==> config.mk <==
export PLATFORM = sky130hd
export DESIGN_NAME = spi_slave_byte_flat
export DESIGN_NICKNAME = d
export VERILOG_FILES = /design/src/rtl/spi_slave_byte_if.sv /design/src/rtl/spi_slave_byte.sv /design/src/flat_wrapper.sv
export SDC_FILE = /design/constraint.sdc
export NUM_CORES = 1
export LEC_CHECK = 0
export CORE_MARGIN = 5
export CORE_UTILIZATION = 52
export DETAILED_ROUTE_END_ITERATION = 10
export GPL_ROUTABILITY_DRIVEN = 0
export HOLD_SLACK_MARGIN = 0.1
export PLACE_DENSITY = 0.77
export SYNTH_ARGS = -nofsm -noshare
export SYNTH_HDL_FRONTEND = slang
export SYNTH_SLANG_ARGS = --single-unit
==> constraint.sdc <==
create_clock -name clk -period 2 [get_ports clk]
set_input_delay 0.4 -clock clk [delete_from_list [all_inputs] [get_ports clk]]
set_output_delay 0.4 -clock clk [all_outputs]
set_load 0.01 [all_outputs]
==> src/rtl/spi_slave_byte_if.sv <==
// SPI mode-0 responder bundle: serial pins plus the local byte handshake.
interface spi_slave_byte_if;
  logic       cs_n;
  logic       sck;
  logic       mosi;
  logic       miso;
  logic       miso_oe;
  logic [7:0] tx_data;
  logic       tx_load;
  logic       tx_ready;
  logic [7:0] rx_data;
  logic       rx_valid;
  logic       underrun;
  logic       clr_flags;
  logic       busy;

  modport slave (
    input  cs_n, sck, mosi, tx_data, tx_load, clr_flags,
    output miso, miso_oe, tx_ready, rx_data, rx_valid, underrun, busy
  );

  modport master (
    output cs_n, sck, mosi, tx_data, tx_load, clr_flags,
    input  miso, miso_oe, tx_ready, rx_data, rx_valid, underrun, busy
  );
endinterface

==> src/rtl/spi_slave_byte.sv <==
// SPI mode-0 byte responder: oversamples cs_n/sck/mosi on clk, shifts a
// buffered byte out MSB first and strobes each received byte.
module spi_slave_byte #(
  parameter int unsigned SYNC_STAGES = 2,
  parameter logic [7:0]  FILL_BYTE   = 8'hFF
) (
  input logic             clk,
  input logic             rst,
  spi_slave_byte_if.slave bus
);

  typedef enum logic {IDLE, ACTIVE} state_t;

  state_t state_q, state_d;

  logic [SYNC_STAGES-1:0] cs_sync, sck_sync, mosi_sync;
  logic cs_s, sck_s, mosi_s;
  logic cs_d, sck_d;
  logic cs_fall, cs_rise, sck_rise, sck_fall;

  logic       start, stop, reload, shift, sample;
  logic [2:0] bit_cnt;
  logic [6:0] rx_shift;
  logic [7:0] tx_shift;
  logic [7:0] tx_buf;
  logic       buf_full;
  logic       oe_q;
  logic [7:0] rx_data_q;
  logic       rx_valid_q;
  logic       underrun_q;

  assign cs_s   = cs_sync[SYNC_STAGES-1];
  assign sck_s  = sck_sync[SYNC_STAGES-1];
  assign mosi_s = mosi_sync[SYNC_STAGES-1];

  assign cs_fall  =  cs_d  & ~cs_s;
  assign cs_rise  = ~cs_d  &  cs_s;
  assign sck_rise = ~sck_d &  sck_s;
  assign sck_fall =  sck_d & ~sck_s;

  // Synchronizer chains and one-cycle-delayed copies for edge detection.
  always_ff @(posedge clk or negedge rst) begin
    if (!rst) begin
      cs_sync   <= '1;
      sck_sync  <= '0;
      mosi_sync <= '0;
      cs_d      <= 1'b1;
      sck_d     <= 1'b0;
    end else begin
      cs_sync   <= {cs_sync[SYNC_STAGES-2:0], bus.cs_n};
      sck_sync  <= {sck_sync[SYNC_STAGES-2:0], bus.sck};
      mosi_sync <= {mosi_sync[SYNC_STAGES-2:0], bus.mosi};
      cs_d      <= cs_s;
      sck_d     <= sck_s;
    end
  end

  // State register.
  always_ff @(posedge clk or negedge rst) begin
    if (!rst) state_q <= IDLE;
    else      state_q <= state_d;
  end

  // Next state and per-cycle datapath commands; cs rise beats any sck edge.
  always_comb begin
    state_d = state_q;
    start   = 1'b0;
    stop    = 1'b0;
    reload  = 1'b0;
    shift   = 1'b0;
    sample  = 1'b0;
    case (state_q)
      IDLE: begin
        if (cs_fall) begin
          state_d = ACTIVE;
          start   = 1'b1;
          reload  = 1'b1;
        end
      end
      ACTIVE: begin
        if (cs_rise) begin
          state_d = IDLE;
          stop    = 1'b1;
        end else if (sck_rise) begin
          sample = 1'b1;
        end else if (sck_fall) begin
          if (bit_cnt == 3'd0) reload = 1'b1;
          else                 shift  = 1'b1;
        end
      end
      default: state_d = IDLE;
    endcase
  end

  // Receive path, bit counter and output enable.
  always_ff @(posedge clk or negedge rst) begin
    if (!rst) begin
      bit_cnt    <= '0;
      rx_shift   <= '0;
      rx_data_q  <= '0;
      rx_valid_q <= 1'b0;
      oe_q       <= 1'b0;
    end else begin
      rx_valid_q <= 1'b0;
      if (start) oe_q <= 1'b1;
      if (stop)  oe_q <= 1'b0;
      if (start || stop) begin
        bit_cnt <= '0;
      end else if (sample) begin
        rx_shift <= {rx_shift[5:0], mosi_s};
        bit_cnt  <= bit_cnt + 3'd1;
        if (bit_cnt == 3'd7) begin
          rx_data_q  <= {rx_shift, mosi_s};
          rx_valid_q <= 1'b1;
        end
      end
    end
  end

  // Transmit shifter, holding buffer and sticky underrun flag.
  always_ff @(posedge clk or negedge rst) begin
    if (!rst) begin
      tx_shift   <= '0;
      tx_buf     <= '0;
      buf_full   <= 1'b0;
      underrun_q <= 1'b0;
    end else begin
      if (shift) tx_shift <= {tx_shift[6:0], 1'b0};
      if (reload) begin
        if (buf_full) begin
          tx_shift <= tx_buf;
          buf_full <= 1'b0;
        end else begin
          tx_shift <= FILL_BYTE;
        end
      end
      // A load is accepted only into an empty buffer, so it never collides
      // with a reload that is draining a full one.
      if (bus.tx_load && !buf_full) begin
        tx_buf   <= bus.tx_data;
        buf_full <= 1'b1;
      end
      if (reload && !buf_full) underrun_q <= 1'b1;
      else if (bus.clr_flags)  underrun_q <= 1'b0;
    end
  end

  // miso is the shifter MSB gated by the pad enable: this matches loading
  // miso alongside every shift/reload and zeroing it on deselect and reset.
  assign bus.miso     = oe_q & tx_shift[7];
  assign bus.miso_oe  = oe_q;
  assign bus.tx_ready = ~buf_full;
  assign bus.rx_data  = rx_data_q;
  assign bus.rx_valid = rx_valid_q;
  assign bus.underrun = underrun_q;
  assign bus.busy     = (state_q == ACTIVE);

endmodule

==> src/flat_wrapper.sv <==
// flat-port wrapper written by rule: the top's interface ports become plain ports
module spi_slave_byte_flat 
#(
  parameter int unsigned SYNC_STAGES = 2,
  parameter logic [7:0]  FILL_BYTE   = 8'hFF
)
  (clk, rst, bus_cs_n, bus_sck, bus_mosi, bus_tx_data, bus_tx_load, bus_clr_flags, bus_miso, bus_miso_oe, bus_tx_ready, bus_rx_data, bus_rx_valid, bus_underrun, bus_busy);
  spi_slave_byte_if bus_i ();
  input logic clk;
  input logic rst;
  input wire logic [$bits(bus_i.cs_n)-1:0] bus_cs_n;
  input wire logic [$bits(bus_i.sck)-1:0] bus_sck;
  input wire logic [$bits(bus_i.mosi)-1:0] bus_mosi;
  input wire logic [$bits(bus_i.tx_data)-1:0] bus_tx_data;
  input wire logic [$bits(bus_i.tx_load)-1:0] bus_tx_load;
  input wire logic [$bits(bus_i.clr_flags)-1:0] bus_clr_flags;
  output wire logic [$bits(bus_i.miso)-1:0] bus_miso;
  output wire logic [$bits(bus_i.miso_oe)-1:0] bus_miso_oe;
  output wire logic [$bits(bus_i.tx_ready)-1:0] bus_tx_ready;
  output wire logic [$bits(bus_i.rx_data)-1:0] bus_rx_data;
  output wire logic [$bits(bus_i.rx_valid)-1:0] bus_rx_valid;
  output wire logic [$bits(bus_i.underrun)-1:0] bus_underrun;
  output wire logic [$bits(bus_i.busy)-1:0] bus_busy;
  assign bus_i.cs_n = bus_cs_n;
  assign bus_i.sck = bus_sck;
  assign bus_i.mosi = bus_mosi;
  assign bus_i.tx_data = bus_tx_data;
  assign bus_i.tx_load = bus_tx_load;
  assign bus_i.clr_flags = bus_clr_flags;
  assign bus_miso = bus_i.miso;
  assign bus_miso_oe = bus_i.miso_oe;
  assign bus_tx_ready = bus_i.tx_ready;
  assign bus_rx_data = bus_i.rx_data;
  assign bus_rx_valid = bus_i.rx_valid;
  assign bus_underrun = bus_i.underrun;
  assign bus_busy = bus_i.busy;
  spi_slave_byte #(.SYNC_STAGES(SYNC_STAGES), .FILL_BYTE(FILL_BYTE)) u_core (.clk(clk), .rst(rst), .bus(bus_i));
endmodule
# After elaboration in Yosys (flattened, before gate mapping)
# Index checks and enable logic that the tools add are counted.
[classes]
addsub = 1
n_eq_ne = 1
n_mux = 33
bitwise = 12
n_reduce_logical = 12
[ops]
columns = ["operator", "n"]
rows = [
  ["1-bit two-way mux", 26],
  ["8-bit two-way mux", 3],
  ["2-bit nonzero test", 5],
  ["1-bit NOT", 7],
  ["3-bit two-way mux", 2],
  ["1-bit bitwise AND", 5],
  ["1-bit case mux with 2 select lines", 2],
  ["3-bit by 1-bit adder with 3-bit output (second input constant)", 1],
  ["3-bit == test (second input constant)", 1],
  ["3-bit logical NOT", 1],
  ["3-bit AND reduction", 1],
  ["1-bit logical AND", 2],
  ["2-bit AND reduction", 1],
  ["1-bit logical NOT", 1],
  ["1-bit logical OR", 1],
]
[word_totals]
ff_bits = 47
in_bits = 15
out_inout_bits = 14
wordCells = 74

# Depth between registers and ports, before layout
# Gate-level depths: netlist (run 1).
[depth]
depth_word = 8
ltp_mapped = 7
depth_no_buf = 6

# Least setup slack after synthesis (run 1)
# Ideal clock, no wire load.
[synth_timing]
path_kind = "reg-to-reg"
from = "register u_core.state_q, in the netlist u_core.bus.busy"
to = "register u_core.rx_shift[0]"
arrival_time_ns = 1.353
t_required_ns = 1.875
path_slack_ns = 0.523
path_stages_with_launch = 5
path_buffers = 1
synth_period_minus_slack_ns = 1.477
cell_sequence = "dfrtp_1 -> inv_2 -> nor4_4 -> buf_4 -> mux2_2"
[synth_via]
elab_chain_cells = 4
[synth_lines]
columns = ["element", "line", "source"]
rows = [
  ["start, declared", "spi_slave_byte.sv:14", "state_t state_q, state_d;"],
  ["start signal, assigned", "spi_slave_byte.sv:61", "else state_q <= state_d;"],
  ["1-bit two-way mux", "spi_slave_byte.sv:72", "case (state_q)"],
  ["1-bit logical OR", "spi_slave_byte.sv:107", "if (start || stop) begin"],
  ["1-bit NOT (no source line)", "-", ""],
  ["2-bit AND reduction (no source line) *", "-", ""],
  ["end signal, assigned", "spi_slave_byte.sv:110", "rx_shift <= {rx_shift[5:0], mosi_s};"],
  ["end, declared", "spi_slave_byte.sv:23", "logic [6:0] rx_shift;"],
]
# Every way passes the cells marked *; elsewhere a longest branch is shown, timed or not.
# A chain may end at the register's enable or synchronous reset.

# Final worst setup path (run 1)
[layout_timing]
from = "register u_core.state_q, in the netlist u_core.bus.busy"
to = "output port bus_busy"
[layout_lines]
columns = ["element", "line", "source"]
rows = [
  ["end, declared", "flat_wrapper.sv:23", "output wire logic [$bits(bus_i.busy)-1:0] bus_busy;"],
]
# No word-level cell between the ends.

==> metrics.cfg, run 1 <==
[clocking]
cts_setup_buffers=0
cts_root_buf=clkbuf_4
clock_latency_ps=350
cts_tree=yes
cts_num_sinks=47
clk_pin_slew_ps=140
htreeDepth=2
numCtsBuffers=5
cts_buffer_depth=2

[global_routing]
grt_max_degree=26
grt_pass1_wl_um=5561
grt-ovfl-total=0
antenna_found_initial=0
grt_usage_pct=14.05
grt_pass1_vias=1280

[timing]
period_minus_slack_ps=1850
fin_setup_tns_ps=0
maxSlewHeadroom_pct=59.26
slew_violations=0
rsz0062_at_grt=false
fmax_mhz=540.5
final_hold_viol_count=0
worst_pin_slew_ps=611.1
period_share_pct=92.50
setup_viol=0
skew_ps=14.17

[die]
dieArea_um2=4913
rows=21
core_um2=3416
start_util_pct=54.98
die_h_um=70.10
die-width_um=70.10
num_io_pins=29

[critical_path]
worstPathCellList=clkdlybuf4s50_1
criticalPathCategory=reg2out
cp-start-kind=flip-flop
crit_path_max_incr_delay_ps=590
cp_top_family=buffers and inverters
crit_arrival_ps=1450
end_kind=primary output
crit_fanout=8
critPathBufInv=1
reg2reg_slack_ps=290
required_ps=1600
crit_path_top_delay_cell=clkdlybuf4s50_1

[yosys]
ys_top_cells_by_area=dfrtp_1 (59%), mux2_2 (14%), dfstp_2 (4.2%)
seq_area_frac_synth_pct=62.82
ys_ff_latch=47
yosys.area.top_type=dfrtp_1
synthCells=138
synth.top_cell.area_share_pct=58.63
synth.distinct_cells=28
synth.yosys.warnings=0
synth_fp_nets=156
avgSynthCellArea_um2=13.61
netlist_area_um2=1878

[placed_design]
hpwl_um=2340
dpl_cell_area_um2=2231
dpl.cell_count=213
port_buffers=28

[finish]
drive_gt1_share_pct=26.14
fin_area_um2=2321
diodes=0
stdcell_count=222
areaGrowthSynthToFinish_pct=23.58
fin_nets=193
utilization_pct=67.95

[job]
maxCapViolations=0

[pwr]
power_mw=2.480
powerDensity_nw_per_um2=1069
peakVddDrop_uv=597.0
p_leak_nw=1.088

[routing]
drtIter0Drc=48
firstDrtPassIters=4
vias_per_cell=5.104
ant_nets=0
vias=1133
post-route-drc-count=0
totalWireLength_um=3130
routedWlPerCell_um=14.10

[min_path]
hp-class=reg2reg

[outcome]
status=completed

layout by cell type, fill, tap and decap left out, types with 2 or more instances in the layout:
| cell type | instances |
|---|---|
| a22o_1 | 2 |
| buf_4 | 6 |
| clkbuf_4 | 5 |
| clkbuf_8 | 2 |
| clkdlybuf4s50_1 | 27 |
| dfrtp_1 | 44 |
| dfstp_2 | 3 |
| ha_1 | 3 |
| inv_1 | 6 |
| mux2_2 | 24 |
| mux2i_1 | 7 |
| nand2_1 | 9 |
| nand2b_1 | 8 |
| nor2_1 | 2 |
| nor2b_1 | 2 |
| o21ai_0 | 10 |
stage by stage:
stage	worst slack (ps)	hold WS, ps
6_report	149.9	374.3
5_1_grt	63.54	378.3
4_1_cts	70.20	373.2
3_5_place_dp	63.11	350.8
3_3_place_gp	254.2	337.4
2_1_floorplan	522.5	104.4
power by group:
group / switching [mW] / internal [mW] / total [mW]
clock: 0.298 / 0.206 / 0.504
sequential: 0.151 / 1.21 / 1.36
combinational: 0.256 / 0.361 / 0.617
synth_stat cells (all sizes together):
| cell type | instances |
|---|---|
| a211oi | 1 |
| a21o | 1 |
| a21oi | 1 |
| a22o | 2 |
| a31oi | 1 |
| a41oi | 1 |
| and2 | 1 |
| buf | 3 |
| clkbuf | 2 |
| dfrtp | 44 |
| dfstp | 3 |
| ha | 3 |
| inv | 7 |
| mux2 | 24 |
| mux2i | 7 |
| nand2 | 10 |
| nand2b | 8 |
| nor2 | 2 |
| nor2b | 2 |
| nor3b | 1 |
| nor4 | 1 |
| nor4bb | 1 |
| o21ai | 11 |
| o22ai | 1 |
repair_timing:
action                                 in CTS  in global routing
gates resized for setup                     0                  1
endpoints found under the hold margin      20                  0
hold buffers                                1                  0
setup endpoints to repair                   0                  7
state kept, by name, summed over array words and instances, names as in the netlist:
register,cells
u_core.bus.underrun,1
u_core.sck_sync,2
u_core.bus.rx_data,8
u_core.sck_d,1
u_core.bit_cnt,3
u_core.bus.rx_valid,1
u_core.bus.miso_oe,1
u_core.mosi_sync,2
u_core.buf_full,1
u_core.cs_sync,2
u_core.cs_d,1
u_core.bus.busy,1
u_core.tx_buf,8
u_core.tx_shift,8
u_core.rx_shift,7
logic make-up (layout without fill, tap and decap cells):
group | Yosys count | count (layout) | share of synthesized area [%]
adder cells (fa/ha/maj) | 3 | 3 | 1.999
AND/OR/NAND/NOR | 26 | 26 | 8.262
multiplexers | 31 | 31 | 18.12
flip-flops | 47 | 47 | 62.83
buffers and inverters | 12 | 50 | 2.732
AO/OA/AOI/OAI | 19 | 19 | 6.063
path summary, 6_finish.rpt:
| kind | start | end | cells past startpoint |
|---|---|---|---|
| min reg2reg | u_core.cs_sync[0] | u_core.cs_sync[1] | 0 |
| max reg2reg | u_core.cs_d | u_core.tx_shift[4] | 5 |
| max in group asynchronous | rst | u_core.rx_shift[0] | 3 |
| min in group asynchronous | rst | u_core.bus.miso_oe | 2 |
| min | u_core.cs_sync[0] | u_core.cs_sync[1] | 0 |
| max | u_core.bus.busy | bus_busy | 1 |
per-layer routing:
layer,global-route usage (%),up-vias,routed length [um]
met1,15.79,563,1336
met2,25.50,20,1639
met3,3.587,5,117
li1,-,545,-
met4,5.106,0,38
met5,0,-,0
area by class of cell:
class,instances,area (um^2)
clock buffer,7,65.06
inverter,7,26.28
multi-input combinational,79,654.4
tap,46,57.56
sequential,47,1180
clock inverter,1,7.507
fill,260,1095
timing repair buffer,35,330.3
No activity file was read; power rests on OpenSTA's default activity.
==> inputs of run 2 (changes only) <==
- CORE_MARGIN: 5 -> default
==> run 2 against run 1 <==
  * First-iteration DRC count increased by 42%
  * Sequential cell count stayed put
  * Clock power grew 16%
  * Cell count fell by 0.90%
  * Count of clock-buffer cells in the layout down 1
  * Wire length fell by 3.7%
  * Die area fell by 22%
  * Critical path type unchanged
==> metrics.cfg, run 2 (synthesized netlist as in run 1, its figures left out) <==
[timing]
fin_setup_tns_ps=0
timing.hold.ws_ps=110.5
final_hold_viol_count=0
rsz0062_at_grt=false
worst_pin_slew_ps=592.3
setup_viol=0
period_minus_slack_ps=1868
fmax_mhz=535.4
period_share_pct=93.38
slew_violations=0
skew_ps=2.578
maxSlewHeadroom_pct=60.51

[clocking]
cts_tree=yes
cts_hold_buf=0
numCtsBuffers=5
htreeDepth=2
cts_root_buf=clkbuf_4
clk_pin_slew_ps=130
clock_latency_ps=350
cts_num_sinks=47
cts_buffer_depth=2

[die]
start_util_pct=55.41
num_io_pins=29
dieArea_um2=3856
rows=21
die_h_um=62.10
die-width_um=62.10
core_um2=3390

[finish]
fillers=244
fin_nets=191
areaGrowthSynthToFinish_pct=23.38
drive_gt1_share_pct=25.86
mostFrequentLayoutCells=dfrtp_1 (44), clkdlybuf4s50_1 (27), mux2_2 (24)
layout_commonest_cell=dfrtp_1
diodes=0

[routing]
ant_nets=0
drtIter0Drc=68
vias_per_cell=5.127
routed-wl-met3_um=100
vias=1128
maxUsedRoutingLayer=met4
totalWireLength_um=3015
routedWlPerCell_um=13.70
post-route-drc-count=0
wl_met2_um=1503
wl_met1_um=1379
firstDrtPassIters=4

[critical_path]
crit_fanout=8
crit_path_top_delay_cell=clkdlybuf4s50_1
crit_path_max_incr_delay_ps=590
criticalPathCategory=reg2out
crit_arrival_ps=1470
critPathBufInv=1
cp-start-kind=flip-flop
end_kind=primary output
cp_top_family=buffers and inverters
worstPathCellList=clkdlybuf4s50_1
required_ps=1600

[pwr]
p_leak_nw=1.090
peakVddDrop_uv=761.1
powerDensity_nw_per_um2=1107

[min_path]
hp-class=in2async

[global_routing]
antenna_found_initial=0
grt_pass1_vias=1126
grt_max_degree=48
grt_usage_pct=19.57
grt-ovfl-total=0
grt_pass1_wl_um=5230

[placed_design]
hpwl_um=2133
port_buffers=28

[outcome]
status=completed

[job]
maxCapViolations=0

## run 2: timing repair
item,CTS,global route
endpoints found under the setup margin,0,8
resized for setup,0,1
buffers inserted,0,0
## run 2: path summary, 6_finish.rpt
kind / startpoint / end / slack (ps) / depth (start not counted)
worst max-delay path: u_core.bus.busy / bus_busy / 130 / 1
worst min-delay path: rst / u_core.tx_shift[5] / 110 / 2
worst max register to register: u_core.bit_cnt[0] / u_core.tx_shift[5] / 290 / 7
worst min register to register: u_core.cs_sync[0] / u_core.cs_sync[1] / 370 / 0
max in group asynchronous: rst / u_core.cs_sync[0] / 1510 / 2
min in group clk: u_core.cs_sync[0] / u_core.cs_sync[1] / 370 / 0
## run 2: layout make-up
type                       count  area (um^2)  area share (%)
multi-input combinational     79        654.4           28.24
tap                           46        57.56           2.484
clock buffer                   6        51.30           2.214
timing repair buffer          33        312.8           13.50
clock inverter                 2        35.03           1.512
sequential                    47         1180           50.92
inverter                       7        26.28           1.134
## run 2: power breakdown
| part | leakage, nW | switching [mW] | internal, mW | total (mW) |
|---|---|---|---|---|
| clock network | 0.0482 | 0.289 | 0.296 | 0.585 |
| logic | 0.455 | 0.255 | 0.360 | 0.615 |
| registers | 0.586 | 0.157 | 1.21 | 1.37 |
| total | 1.09 | 0.702 | 1.86 | 2.57 |
## run 2: routing by layer
layer  up-vias  global-route usage, %
li1        546                      -
met4         0                  5.714
met3         5                  6.832
met5         -                      0
met2        23                  30.55
met1       554                  26.00
## run 2: metrics by stage
step	worst slack (ps)	utilization (%)	power, mW	instance area (um^2)	instances
2_1_floorplan	522.5	-	1.761	1878	138
3_3_place_gp	278.1	65.60	1.956	2223	212
3_5_place_dp	123.5	65.60	2.003	2223	212
4_1_cts	74.11	68.14	2.592	2310	220
5_1_grt	25.11	68.36	2.757	2317	220
6_report	132.4	68.36	2.566	2317	220
